## src/rtl/alu_seq.sv

```systemverilog
// Sequencer that turns ALU, load and store operations into per-cycle datapath
// controls and a memory request/ack handshake with a bounded wait.
module alu_seq #(
   parameter int unsigned TIMEOUT = 255
) (
   input  logic        clk,
   input  logic        rst_n,
   input  logic        op_valid,
   output logic        op_ready,
   input  logic [1:0]  op_kind,
   input  logic [3:0]  op_alu_f,
   input  logic [2:0]  op_a,
   input  logic [2:0]  op_b,
   input  logic [2:0]  op_d,
   input  logic [15:0] op_imm,
   input  logic        op_carry,
   input  logic        op_flags,
   input  logic        op_postinc,
   output logic [3:0]  alu_f,
   output logic [2:0]  a_idx,
   output logic [2:0]  b_idx,
   output logic [2:0]  d_idx,
   output logic [15:0] t16,
   output logic        sel_inp,
   output logic        carry_mask,
   output logic        wr_reg,
   output logic        wr_flags,
   output logic        wr_back_addr,
   output logic        mem_req,
   output logic        mem_we,
   input  logic        mem_ack,
   input  logic [15:0] mem_rdata,
   output logic        done,
   output logic        err,
   output logic        busy
);

   localparam int unsigned CW = 8;
   localparam logic [1:0] K_RR = 2'b00;
   localparam logic [1:0] K_LD = 2'b10;
   localparam logic [1:0] K_ST = 2'b11;

   typedef enum logic [2:0] {
      S_IDLE    = 3'd0,
      S_EXEC    = 3'd1,
      S_ADDR    = 3'd2,
      S_WB      = 3'd3,
      S_POSTINC = 3'd4
   } state_t;

   state_t state, state_nxt;

   logic [1:0]    kind_q;
   logic [3:0]    alu_f_q;
   logic [2:0]    a_q, b_q, d_q;
   logic [15:0]   imm_q;
   logic          carry_q, flags_q, postinc_q;
   logic [15:0]   data_q;
   logic [CW-1:0] cnt_q;

   logic accept;
   logic timeout_hit;

   assign accept      = op_valid && (state == S_IDLE);
   assign timeout_hit = (cnt_q == CW'(TIMEOUT - 1));

   // State register; reset returns to IDLE without waiting for a clock
   always_ff @(posedge clk or negedge rst_n) begin
      if (!rst_n) state <= S_IDLE;
      else        state <= state_nxt;
   end

   // Operation, load data and wait-counter registers
   always_ff @(posedge clk or negedge rst_n) begin
      if (!rst_n) begin
         kind_q    <= '0;
         alu_f_q   <= '0;
         a_q       <= '0;
         b_q       <= '0;
         d_q       <= '0;
         imm_q     <= '0;
         carry_q   <= 1'b0;
         flags_q   <= 1'b0;
         postinc_q <= 1'b0;
         data_q    <= '0;
         cnt_q     <= '0;
      end else begin
         if (accept) begin
            kind_q    <= op_kind;
            alu_f_q   <= op_alu_f;
            a_q       <= op_a;
            b_q       <= op_b;
            d_q       <= op_d;
            imm_q     <= op_imm;
            carry_q   <= op_carry;
            flags_q   <= op_flags;
            postinc_q <= op_postinc;
            cnt_q     <= '0;
         end else if (state == S_ADDR && !mem_ack) begin
            cnt_q <= cnt_q + CW'(1);
         end
         if (state == S_ADDR && mem_ack && kind_q == K_LD) data_q <= mem_rdata;
      end
   end

   // Next state and datapath controls
   always_comb begin
      state_nxt    = state;
      op_ready     = 1'b0;
      busy         = (state != S_IDLE);
      alu_f        = '0;
      a_idx        = '0;
      b_idx        = '0;
      d_idx        = '0;
      t16          = '0;
      sel_inp      = 1'b0;
      carry_mask   = 1'b0;
      wr_reg       = 1'b0;
      wr_flags     = 1'b0;
      wr_back_addr = 1'b0;
      mem_req      = 1'b0;
      mem_we       = 1'b0;
      done         = 1'b0;
      err          = 1'b0;
      unique case (state)
         S_IDLE: begin
            op_ready = 1'b1;
            if (op_valid) state_nxt = op_kind[1] ? S_ADDR : S_EXEC;
         end
         S_EXEC: begin
            alu_f      = alu_f_q;
            a_idx      = a_q;
            b_idx      = b_q;
            d_idx      = d_q;
            sel_inp    = (kind_q == K_RR);
            t16        = imm_q;
            carry_mask = carry_q;
            wr_reg     = 1'b1;
            wr_flags   = flags_q;
            done       = 1'b1;
            state_nxt  = S_IDLE;
         end
         S_ADDR: begin
            a_idx   = a_q;
            b_idx   = b_q;
            t16     = imm_q;
            mem_req = 1'b1;
            mem_we  = (kind_q == K_ST);
            if (mem_ack) begin
               if (kind_q == K_LD)  state_nxt = S_WB;
               else if (postinc_q)  state_nxt = S_POSTINC;
               else begin
                  done      = 1'b1;
                  state_nxt = S_IDLE;
               end
            end else if (timeout_hit) begin
               err       = 1'b1;
               state_nxt = S_IDLE;
            end
         end
         S_WB: begin
            alu_f    = 4'b0111;
            t16      = data_q;
            d_idx    = d_q;
            wr_reg   = 1'b1;
            wr_flags = flags_q;
            if (postinc_q) state_nxt = S_POSTINC;
            else begin
               done      = 1'b1;
               state_nxt = S_IDLE;
            end
         end
         S_POSTINC: begin
            alu_f        = 4'b0001;
            b_idx        = a_q;
            d_idx        = a_q;
            wr_back_addr = 1'b1;
            wr_reg       = 1'b1;
            done         = 1'b1;
            state_nxt    = S_IDLE;
         end
         default: state_nxt = S_IDLE;
      endcase
   end

endmodule

```

## config.mk

```make
export PLATFORM = sky130hd
export DESIGN_NAME = alu_seq
export DESIGN_NICKNAME = d
export VERILOG_FILES = /design/src/rtl/alu_seq.sv
export SDC_FILE = /design/constraint.sdc
export NUM_CORES = 1
export LEC_CHECK = 0
export ABC_AREA = 1
export BUFFER_PORTS_ARGS = -buffer_cell sky130_fd_sc_hd__buf_2
export CAP_MARGIN = 40
export CORE_MARGIN = 3
export CORE_UTILIZATION = 55
export DETAILED_ROUTE_END_ITERATION = 10
export PLACE_DENSITY_LB_ADDON = 0.3
export REMOVE_ABC_BUFFERS = 1
export SETUP_SLACK_MARGIN = 0.3
export SYNTH_ARGS = -nofsm -noshare
export SYNTH_HDL_FRONTEND = slang
export SYNTH_SLANG_ARGS = --single-unit
export TNS_END_PERCENT = 1
```

## constraint.sdc

```tcl
create_clock -name clk -period 4.5 [get_ports clk]
set_input_delay 1.35 -clock clk [delete_from_list [all_inputs] [get_ports clk]]
set_output_delay 1.35 -clock clk [all_outputs]
set_load 0.005 [all_outputs]
```

# --- Yosys cells after proc, flatten, opt, wreduce, memory -nomap -nowiden ---
# Cells that the tools add are included.
op_classes:
  add_sub_neg: 1
  eq_ne: 9
  muxes: 29
  reduce_logical: 14
ops:
  columns: ["cell", "count"]
  rows:
  - ["16-bit case mux with 2 select lines", 1]
  - ["3-bit two-way mux", 6]
  - ["8-bit two-way mux", 2]
  - ["1-bit two-way mux", 14]
  - ["3-bit case mux with 2 select lines", 2]
  - ["4-bit case mux with 3 select lines", 1]
  - ["3-bit case mux with 3 select lines", 1]
  - ["8-bit by 1-bit adder with 8-bit output, second input constant", 1]
  - ["8-bit == test, second input constant", 1]
  - ["3-bit by 2-bit == test with 1-bit output, second input constant", 2]
  - ["2-bit OR reduction", 3]
  - ["2-bit == test, second input constant", 2]
  - ["1-bit logical AND", 4]
  - ["3-bit by 1-bit == test with 1-bit output, second input constant", 1]
  - ["3-bit == test, second input constant", 1]
  - ["3-bit logical NOT", 1]
  - ["3-bit inequality test, second input constant", 1]
  - ["1-bit case mux with 3 select lines", 1]
  - ["3-bit nonzero test", 1]
  - ["3-bit OR reduction", 1]
  - ["2-bit logical NOT", 1]
  - ["2-bit two-way mux", 1]
  - ["2-bit inequality test, second input constant", 1]
  - ["2-bit AND reduction", 1]
  - ["other kinds (2)", 2]
totals:
  register_bits: 61
  input_bits: 54
  output_inout_bits: 40
  wordCells: 65

# --- Depth between registers and ports, before layout ---
# Gate-level depths: netlist (run 1).
depth:
  ltp_word: 4
  mapped_depth: 8
  mapped_depth_nobuf: 8

# --- Worst setup path before layout (run 1) ---
# No wires, ideal clock.
synth_path:
  kind: "input-to-output"
  from: "input mem_ack"
  to: "output err"
  arrival_ns: 1.581
  t_required_ns: 3.150
  slack_ns: 1.569
  stages: 3
  n_path_buf: 0
  cell_sequence: "inv_1 > nand2_2 > nor2_1"
synth_via:
  elab_chain_len: 2
synth_rtl:
  columns: ["element", "line", "rtl"]
  rows:
  - ["from (decl)", "31", "input logic mem_ack,"]
  - ["1-bit two-way mux", "149", "if (mem_ack) begin"]
  - ["1-bit two-way mux", "125", "unique case (state)"]
  - ["to (decl)", "34", "output logic err,"]
# No other way between the ends.

# --- Final worst setup path (run 1) ---
layout_path:
  from: "register state[0]"
  to: "output a_idx[1]"
layout_via:
  elab_chain_len: 3
  elab_cells_between_ends: 4
  cone_classes: "2 x eq/ne; 1 x mux; 1 x reduce/logical"
layout_rtl:
  columns: ["element", "line", "rtl"]
  rows:
  - ["from (decl)", "51", "state_t state, state_nxt;"]
  - ["from (signal assigned)", "70", "else state <= state_nxt;"]
  - ["3-bit by 2-bit == test with 1-bit output or 3-bit by 1-bit == test with 1-bit output (tied branches)", "125", null]
  - ["2-bit OR reduction (no line) *", null, null]
  - ["3-bit two-way mux *", "125", null]
  - ["to (decl)", "20", "output logic [2:0] a_idx,"]
# Mark *: on every way between the ends. The rest lies on a longest branch, timed or not.

==> flow_metrics.tcl, run 1 <==
set metrics [dict create \
    status "completed" \
    hold_depth 2 \
    insertion_delay_ns 0.33 \
    setup_viol 0 \
    antenna_found_initial 0 \
    hold_violations 0 \
    drt_first_pass_iters 4 \
    p_clk_share_pct 22.0 \
    synth_async_sr_flop_share_pct 100 \
    tightest_slew_ns 0.801 \
    wire_per_inst_um 13.9 \
    grt.total_usage_pct 25.5 \
    synthDominantCellAreaShare_pct 51.2 \
    hpwl_um 4920 \
    reg2reg_depth 8 \
    dp_slack_ns 1.31 \
    skew_ns 0.0102 \
    vias 2745 \
    p_int_mw 1.49 \
    drv_cap 0 \
    worstPathArrival_ns 2.16 \
    port_buffers 93 \
    dr.first_iter.drc_count 181 \
    routed_via_density 5.20 \
    cp_max_fo 20 \
    n_antenna_cell 0 \
    drive_gt1_share_pct 27.5 \
    layout.nets 509 \
    power_density_nw_per_um2 675 \
    synth_area_per_cell_um2 8.23 \
    multi_input_area_um2 1250 \
    synthCells 362 \
    ys_ff_latch 61 \
    drc 0 \
    drv_slew 0 \
    switching_power_mw 0.993 \
    grt_pass1_wl_um 12500 \
    pwr-share-seq_pct 36.7 \
    cp.required_ns 3.15 \
    cts_made_buffers 9 \
    hold_buffers 0 \
    startpoint_type "register" \
    critPathCaptureType "primary output" \
    ys_seq_area_share_pct 51.2 \
    wirelength_um 7350 \
    gp_congestion 0.816 \
    grt_pass1_vias 2783 \
    die_h_um 79.6 \
    tritoncts "yes" \
    rsz0062_at_grt "no" \
    synth.largest_area_cell "dfrtp_1" \
    dieArea_um2 6340 \
    max_freq_mhz 285 \
    rows 26 \
    final.fill_count 439 \
    fin_crit_sh_pct 78.1 \
    slew_headroom_pct 46.4 \
    regArea_um2 1530 \
    drtAntennaViolNets 0 \
    ys_warn_count 0 \
    overflow 0 \
    ir_drop_mv 0.425 \
    hold_path_class "register to register" \
    path_clk_slew_ns 0.07 \
    crit_type "register to primary output" \
    p_leak_nw 2.12 \
    pwr-share-comb_pct 41.2 \
    cts_resized 0 \
    yosysUniqueCellTypes 29 \
    finalSetupTns_ns 0 \
    synth-edff-count 0 \
    ioPinCount 94 \
    grt_max_degree 52 \
    cts-root-buf "clkbuf_8" \
    finalCriticalPeriod_ns 3.51 \
    coreArea_um2 5170 \
    yosys-top-cells-area "dfrtp_1, nand2_1, nand3_1, a22o_1, nor2_1" \
    post-cts-setup-buffers 0 \
    ys.flop_type "dfrtp_1" \
    synth_area_um2 2980 \
    syn_to_final_growth_pct 23.8 \
    swShare_pct 39.9 \
    cts_max_level 3 \
    die_w_um 79.6 \
    initial_core_util_pct 57.6 \
    fin_ws_ns 0.986 \
    hold_ws_ns 0.471 \
    cts.sinks 61 \
    cts_buffer_depth 2 \
    r2r_setup_slack_ns 2.52 \
]
## final cells by class
cell class,instances,area share (%)
Multi-Input combinational cell,260,34.0
Sequential cell,61,41.4
Inverter,26,2.78
Timing Repair Buffer,95,13.4
Clock buffer,12,4.21
Tap cell,70,2.38
Clock inverter,4,1.90
## logic make-up (layout without fill, tap and decap cells)
kind of cell	Yosys count	count (layout)	share of synthesized area [%]
xor gates and xnor gates	3	3	0.882
buffers and inverters	41	137	6.72
DFF	61	61	51.2
adders and majority gates	2	2	0.840
AOI/OAI and AO/OA	39	39	8.74
and+or+nand+nor	216	216	31.6
## state kept, by name (all words and copies together) (netlist names)
name       cells
b_q            3
cnt_q          8
state          3
flags_q        1
alu_f_q        4
imm_q         16
postinc_q      1
data_q        16
a_q            3
carry_q        1
kind_q         2
d_q            3
## placed cells by master, fill, tap and decap left out
master / instances
xor2_1: 1
clkbuf_1: 1
buf_4: 1
clkinv_2: 2
o21bai_1: 1
bufinv_16: 2
a21oi_1: 9
dfrtp_1: 61
nor2_8: 1
a22o_1: 16
buf_2: 93
nand3_4: 1
buf_12: 1
nor3_1: 2
a31oi_1: 1
nand2_2: 3
nor2_1: 30
nand2_4: 2
nor2_4: 2
inv_4: 2
xnor2_1: 2
nand4_1: 5
o21ai_0: 9
nor2_2: 2
inv_2: 3
o22ai_1: 1
o21ai_1: 2
nand2_1: 134
nand3_1: 34
clkbuf_8: 11
ha_1: 2
inv_1: 21
## worst max-delay path: stages (launching register included)
cell and delay [ns]:
dfrtp_1 0.38, inv_1 0.10, nor2_2 0.19, nand2_2 0.12, nand2_1 0.61, inv_1 0.17, nor2_1 0.13, buf_2 0.12
## per-stage QoR
stage | power (mW) | instance area, um2 | instances | utilization [%]
finish | 2.49 | 3690 | 528 | 71.3
global route | 2.69 | 3690 | 528 | 71.3
CTS | 2.50 | 3690 | 528 | 71.3
detailed placement | 1.94 | 3460 | 512 | 66.9
global placement | 1.89 | 3440 | 511 | 66.5
floorplan | 1.53 | 2880 | 347 | -
## final timing paths
path	endpoint	start
min in group asynchronous	a_q[1]	rst_n
worst max-delay path	a_idx[1]	state[0]
worst min register to register	d_q[1]	d_q[1]
max in group asynchronous	imm_q[4]	rst_n
worst max register to register	cnt_q[2]	state[1]
worst min-delay path	d_q[1]	d_q[1]
## synth_stat cells (2+ instances only)
cell	instances
o21ai_0	9
ha_1	2
nor2_4	2
nor2_2	2
nand3_1	34
clkbuf_1	2
inv_4	2
buf_6	2
nand2_2	3
nand2_4	2
nand2_1	134
xnor2_1	2
nor3_1	2
nand4_1	5
o21ai_1	2
inv_2	3
buf_4	5
nor2_1	30
buf_2	6
dfrtp_1	61
inv_1	21
a22o_1	16
a21oi_1	9
## routing by layer
metal  global-route usage [%]  vias to the layer above  share of wire, %
li1                         -                     1343                 -
met1                     33.4                     1284                43
met2                     41.3                      106                49
met3                     4.06                       12               6.4
met4                     12.0                        0               1.4
met5                        0                        -                 0
## power groups by stage
stage          clock network [mW]  logic, mW  registers, mW
2_1_floorplan                   0      0.648          0.885
3_3_place_gp                    0      0.987          0.906
4_1_cts                     0.557       1.03          0.913
6_report                    0.549       1.03          0.914
5_1_grt                     0.585       1.16          0.944
3_5_place_dp                    0       1.02          0.920
No activity file was read; power rests on OpenSTA's default activity.
==> run 2, diff against run 1 <==
Settings changed: ABC_AREA 1 to 0, CORE_UTILIZATION 55 to 45.
Clock period 4.5 ns to 3 ns, I/O delays scaled along.
==> run 2 against run 1 <==
Register-to-register slack worse by 1.6 ns. Global-route usage decreased by 5.8 points. Design area decreased by 1.7%. Sequential cell count unchanged. Critical endpoint is now err. Setup slack got worse by 0.71 ns.
==> flow_metrics.tcl, run 2 <==
set metrics [dict create \
    drv_slew 0 \
    yosysUniqueCellTypes 39 \
    crit_path_frequent_cell "buf_2" \
    grt_pass1_wl_um 11400 \
    crit_path_top_delay_cell "or4b_4" \
    hold_buffers 0 \
    p_int_mw 2.13 \
    insertion_delay_ns 0.33 \
    initial_core_util_pct 47.3 \
    reg2reg_depth 5 \
    drt_first_pass_iters 4 \
    ys.flop_type "dfrtp_1" \
    fin_util_pct 59.8 \
    hold_ws_ns 0.472 \
    grt_pass1_vias 2546 \
    cts_max_level 3 \
    drv_cap 0 \
    cts_made_buffers 9 \
    worstHoldStart "flags_q" \
    cts.sinks 61 \
    pwr-share-comb_pct 40.5 \
    cp_max_fo 5 \
    yosys-top-cells-area "dfrtp_1, nand2_1, a22o_1, mux2_2, buf_2" \
    final_cell_mix "nand2_1, buf_2, dfrtp_1" \
    critPathMaxStageDelay_ns 0.51 \
    layout_commonest_cell "nand2_1" \
    cp.required_ns 2.10 \
    startpoint_type "primary input" \
    grt.total_usage_pct 19.6 \
    overflow 0 \
    rsz0062_at_grt "yes" \
    synth-edff-count 0 \
    antenna_found_initial 0 \
    die_h_um 85.8 \
    dr.first_iter.drc_count 119 \
    hold_path_class "register to register" \
    r2r_setup_slack_ns 0.96 \
    drc 0 \
    cts-root-buf "clkbuf_8" \
    synthDominantCellAreaShare_pct 53.2 \
    setup_viol 0 \
    synth.largest_area_cell "dfrtp_1" \
    power_density_nw_per_um2 932 \
    coreArea_um2 6060 \
    tightest_slew_ns 0.713 \
    ir_drop_mv 0.475 \
    synth_async_sr_flop_share_pct 100 \
    synth_area_per_cell_um2 9.53 \
    ys_ff_latch 61 \
    switching_power_mw 1.25 \
    die_w_um 85.8 \
    status "completed" \
    r2r-end "imm_q[5]" \
    reg.largest.list "data_q: 16 flops, imm_q: 16 flops, cnt_q: 8 flops" \
    wire_per_inst_um 14.4 \
    skew_ns 0.00508 \
    fin_crit_sh_pct 90.8 \
    finalSetupTns_ns 0 \
    drtAntennaViolNets 0 \
    hold_end "flags_q" \
    p_clk_share_pct 18.4 \
    rows 28 \
    finalPower_mw 3.38 \
    max_freq_mhz 367 \
    synthTopCellsByCount "nand2_1, dfrtp_1, a22o_1" \
    drive_gt1_share_pct 35.7 \
    n_antenna_cell 0 \
    slew_headroom_pct 52.5 \
    vias 2479 \
    crit_type "primary input to primary output" \
    synthCells 301 \
    layout.nets 455 \
    port_buffers 93 \
    critPathCaptureType "primary output" \
    path_clk_slew_ns 0.06 \
    rr_startpoint "state[0]" \
    gp_congestion 0.842 \
    syn_to_final_growth_pct 26.4 \
    p_leak_nw 1.95 \
    tritoncts "yes" \
    wirelength_um 6870 \
    synth_area_um2 2870 \
    hold_depth 2 \
    grt_max_degree 41 \
    cts_buffer_depth 2 \
    pwr-share-seq_pct 41.1 \
    swShare_pct 36.9 \
    ioPinCount 94 \
    ys_warn_count 0 \
    yosysMostFrequentCell "nand2_1" \
    routed_via_density 5.19 \
    dieArea_um2 7370 \
    hpwl_um 4910 \
    crit_chain "buf_2 -> or4b_4 -> nor4_4 -> buf_2" \
    finalCriticalPeriod_ns 2.73 \
    worstPathArrival_ns 1.83 \
    hold_violations 0 \
    ys_seq_area_share_pct 53.2 \
]
==> run 2: cell count changes after synthesis, sizes merged, moves of 4 or more <==
cell / before / now
nand3: 35 / 1
nor2: 35 / 8
nand2: 139 / 114
inv: 26 / 5
mux2: 0 / 16
clkbuf: 2 / 9
o21ai: 11 / 4
a22o: 16 / 22
and2: 0 / 5
nand4: 5 / 1
==> run 2: critical path, delay by kind of cell <==
family	cells	cell delay (ns)
buffers and inverters	2	0.28
and+or+nand+nor	2	0.65
==> run 2: area by class of cell <==
cell class	instances	area [um2]
flip-flops and latches	61	1530
repair buffers	106	567
multi-input cells	216	1250
inverters	5	18.8
clock inverters	4	25.0
clock buffers	11	141
well taps	75	93.8
fillers	537	2430
==> run 2: cells by family (layout without fill, tap and decap cells) <==
logic type               after synthesis  after routing  synth area share, %
AO/OA/AOI/OAI                         42             42                 11.3
XOR/XNOR                               1              1                0.305
adder cells (fa/ha/maj)                2              2                0.872
buffers and inverters                 24            126                 3.97
flip-flops                            61             61                 53.2
multiplexers                          17             17                 6.63
AND/OR/NAND/NOR                      154            154                 23.8
==> run 2: worst max-delay path by stage <==
stage,slack [ns],to,startpoint,cells past startpoint
after floorplan,-1.23,cnt_q[1],op_valid,2
after global placement,0.13,err,mem_ack,4
after detailed placement,0.13,err,mem_ack,4
after CTS,0.27,err,mem_ack,4
after global routing,0.24,err,mem_ack,4
final,0.27,err,mem_ack,4
==> run 2: repair_timing <==
item / 4_1_cts / 5_1_grt
gates resized for setup: 2 / 4
setup endpoints to repair: 17 / 24
setup buffers: 2 / 0
pin swaps: 2 / 0
==> run 2: metrics by stage <==
| step | instances | setup WS, ns | cell area (um2) |
|---|---|---|---|
| after CTS | 478 | 0.274 | 3610 |
| after global placement | 461 | 0.130 | 3420 |
| after detailed placement | 461 | 0.129 | 3420 |
| after global routing | 478 | 0.243 | 3630 |
| after floorplan | 282 | -1.23 | 2770 |
| final | 478 | 0.275 | 3630 |
==> run 2: power by group through the flow <==
stage                     combinational [mW]  clock, mW  sequential, mW
final                                   1.37      0.622            1.39
after floorplan                        0.829          0            1.35
after global placement                  1.32          0            1.39
after detailed placement                1.35          0            1.41
after CTS                               1.38      0.637            1.39
after global routing                    1.55      0.672            1.43
==> run 2: layer usage <==
layer	track usage [%]	share of wire, %	vias up	wire length [um]
li1	-	-	1212	-
met1	24.5	43	1177	2920
met2	33.6	50	84	3440
met3	4.23	6.5	6	444
met4	7.19	0.93	0	64
met5	0	0	-	0
==> run 3, diff against run 2 <==
Settings changed: ABC_AREA 0 to 1, CORE_UTILIZATION 45 to 46, PLACE_DENSITY_LB_ADDON 0.3 to 0.08.
==> run 3 against run 2 <==
Non-clock buffer count fell by 8. Combinational power rose by 16%. Maximum frequency up 4.1%. Utilization increased by 0.89 points. Sequential cell count did not move. Sequential power about the same. Worst hold slack better by 0.00061 ns. Count of clock-buffer cells in the layout up 1. Cell count rose by 12%. Largest cell class unchanged. Highest routed layer unchanged.
==> flow_metrics.tcl, run 3 (synthesis gave the netlist of run 1 again) <==
set metrics [dict create \
    status "completed" \
    die_w_um 86.5 \
    grt_pass1_vias 2585 \
    fin_crit_sh_pct 87.2 \
    slew_headroom_pct 47.7 \
    ioPinCount 94 \
    vias 2647 \
    port_buffers 93 \
    drtAntennaViolNets 0 \
    cts_max_level 3 \
    final_cell_mix "nand2_1, buf_2, dfrtp_1" \
    setup_viol 0 \
    final.fill_count 582 \
    tightest_slew_ns 0.784 \
    n_antenna_cell 0 \
    overflow 0 \
    reg.largest.list "data_q: 16 flops, imm_q: 16 flops, cnt_q: 8 flops" \
    worstHoldStart "imm_q[14]" \
    dr.first_iter.drc_count 173 \
    finalSetupTns_ns 0 \
    critPathCaptureType "primary output" \
    critPathBufInv 3 \
    layout_commonest_cell "nand2_1" \
    crit_path_top_delay_cell "dfrtp_1" \
    syn_to_final_growth_pct 24.2 \
    drt_first_pass_iters 4 \
    drc 0 \
    dp_slack_ns 0.582 \
    layout.nets 512 \
    worstPathArrival_ns 1.72 \
    crit_chain "inv_2 -> nand2_1 -> nor2_4 -> buf_12 -> a22o_1 -> buf_2" \
    routed_via_density 4.94 \
    startpoint_type "register" \
    drv_cap 0 \
    p_leak_nw 2.12 \
    coreArea_um2 6100 \
    grt_max_degree 62 \
    wire_per_inst_um 13.6 \
    hold_path_class "register to register" \
    gp_congestion 0.843 \
    rsz0062_at_grt "yes" \
    hold_violations 0 \
    antenna_found_initial 0 \
    finalCriticalPeriod_ns 2.62 \
    max_freq_mhz 382 \
    cp.required_ns 2.10 \
    cts-root-buf "clkbuf_8" \
    fin_ws_ns 0.383 \
    cts.sinks 61 \
    crit_type "register to primary output" \
    drv_slew 0 \
    dieArea_um2 7480 \
    rr_startpoint "state[1]" \
    critPathMaxStageDelay_ns 0.42 \
    cp_top_family "simple AND/OR/NAND/NOR gates" \
    hold_buffers 0 \
    cp_max_fo 11 \
    drive_gt1_share_pct 28.2 \
    rows 28 \
    power_density_nw_per_um2 979 \
    cts_made_buffers 9 \
    insertion_delay_ns 0.34 \
    final_cells 536 \
    path_clk_slew_ns 0.07 \
    wirelength_um 7280 \
    place_inst 518 \
    tritoncts "yes" \
    initial_core_util_pct 48.9 \
    grt.total_usage_pct 20.9 \
    cts_buffer_depth 2 \
    hpwl_um 4960 \
    die_h_um 86.5 \
    grt_pass1_wl_um 12300 \
    ir_drop_mv 0.663 \
    cp-startpoint "state[2]" \
    skew_ns 0.00704 \
]
[run 3: cell types whose count changed in the layout (fill, tap and decap cells not counted), moves of 5 or more]
cell	previous run	this run
a22o_1	22	16
nor2_1	8	30
mux2_2	16	0
nand2_1	114	133
o21ai_0	4	9
buf_4	12	2
inv_1	5	21
nand3_1	1	34
[run 3: cell type report]
class | count | area, um2 | area share (%)
inverter | 26 | 103 | 2.77
tap | 75 | 93.8 | 2.54
sequential | 61 | 1530 | 41.2
multi-input combinational | 260 | 1260 | 34.0
clock buffer | 12 | 155 | 4.19
clock inverter | 4 | 22.5 | 0.609
timing repair buffer | 98 | 541 | 14.6
[run 3: metrics by stage]
stage | power, mW | utilization, % | instance area, um2 | hold slack, ns
after floorplan | 2.30 | - | 2880 | 0.442
after global placement | 2.92 | 57.0 | 3480 | 0.455
after detailed placement | 2.96 | 57.0 | 3480 | 0.459
after CTS | 3.65 | 60.6 | 3690 | 0.475
after global routing | 3.93 | 60.7 | 3700 | 0.490
final | 3.62 | 60.7 | 3700 | 0.473
[run 3: worst paths after layout]
kind                       slack, ns        end  depth (start not counted)
max                             0.38     t16[4]                          6
min                             0.47  imm_q[14]                          2
max reg2reg                     1.04   cnt_q[5]                          8
min reg2reg                     0.47  imm_q[14]                          2
max in group asynchronous       1.76   state[0]                          2
min in group asynchronous       0.69     a_q[1]                          2
[run 3: routing by layer]
layer | vias to the layer above | global-route usage [%] | part of all wire [%]
met5 | - | 0 | 0
met4 | 0 | 8.78 | 1.8
met3 | 12 | 4.66 | 6.1
met2 | 69 | 32.4 | 45
met1 | 1215 | 28.3 | 47
li1 | 1351 | - | -
[run 3: power breakdown]
| group | internal, mW | switching [mW] | total [mW] |
|---|---|---|---|
| combinational | 0.625 | 0.969 | 1.59 |
| clock | 0.341 | 0.317 | 0.657 |
| sequential | 1.17 | 0.202 | 1.37 |
| total | 2.13 | 1.49 | 3.62 |
[run 3: tightest hold or removal path: stages (launching register included)]
cell and delay (ns):
dfrtp_1 0.34, nand2_1 0.05, nand2_1 0.05
[run 3: timing repair]
action                     CTS  global route
cloned                       0             0
setup buffers                2             0
setup endpoints to repair   23            21
gates resized for setup      0             2
pin swaps                    1             0
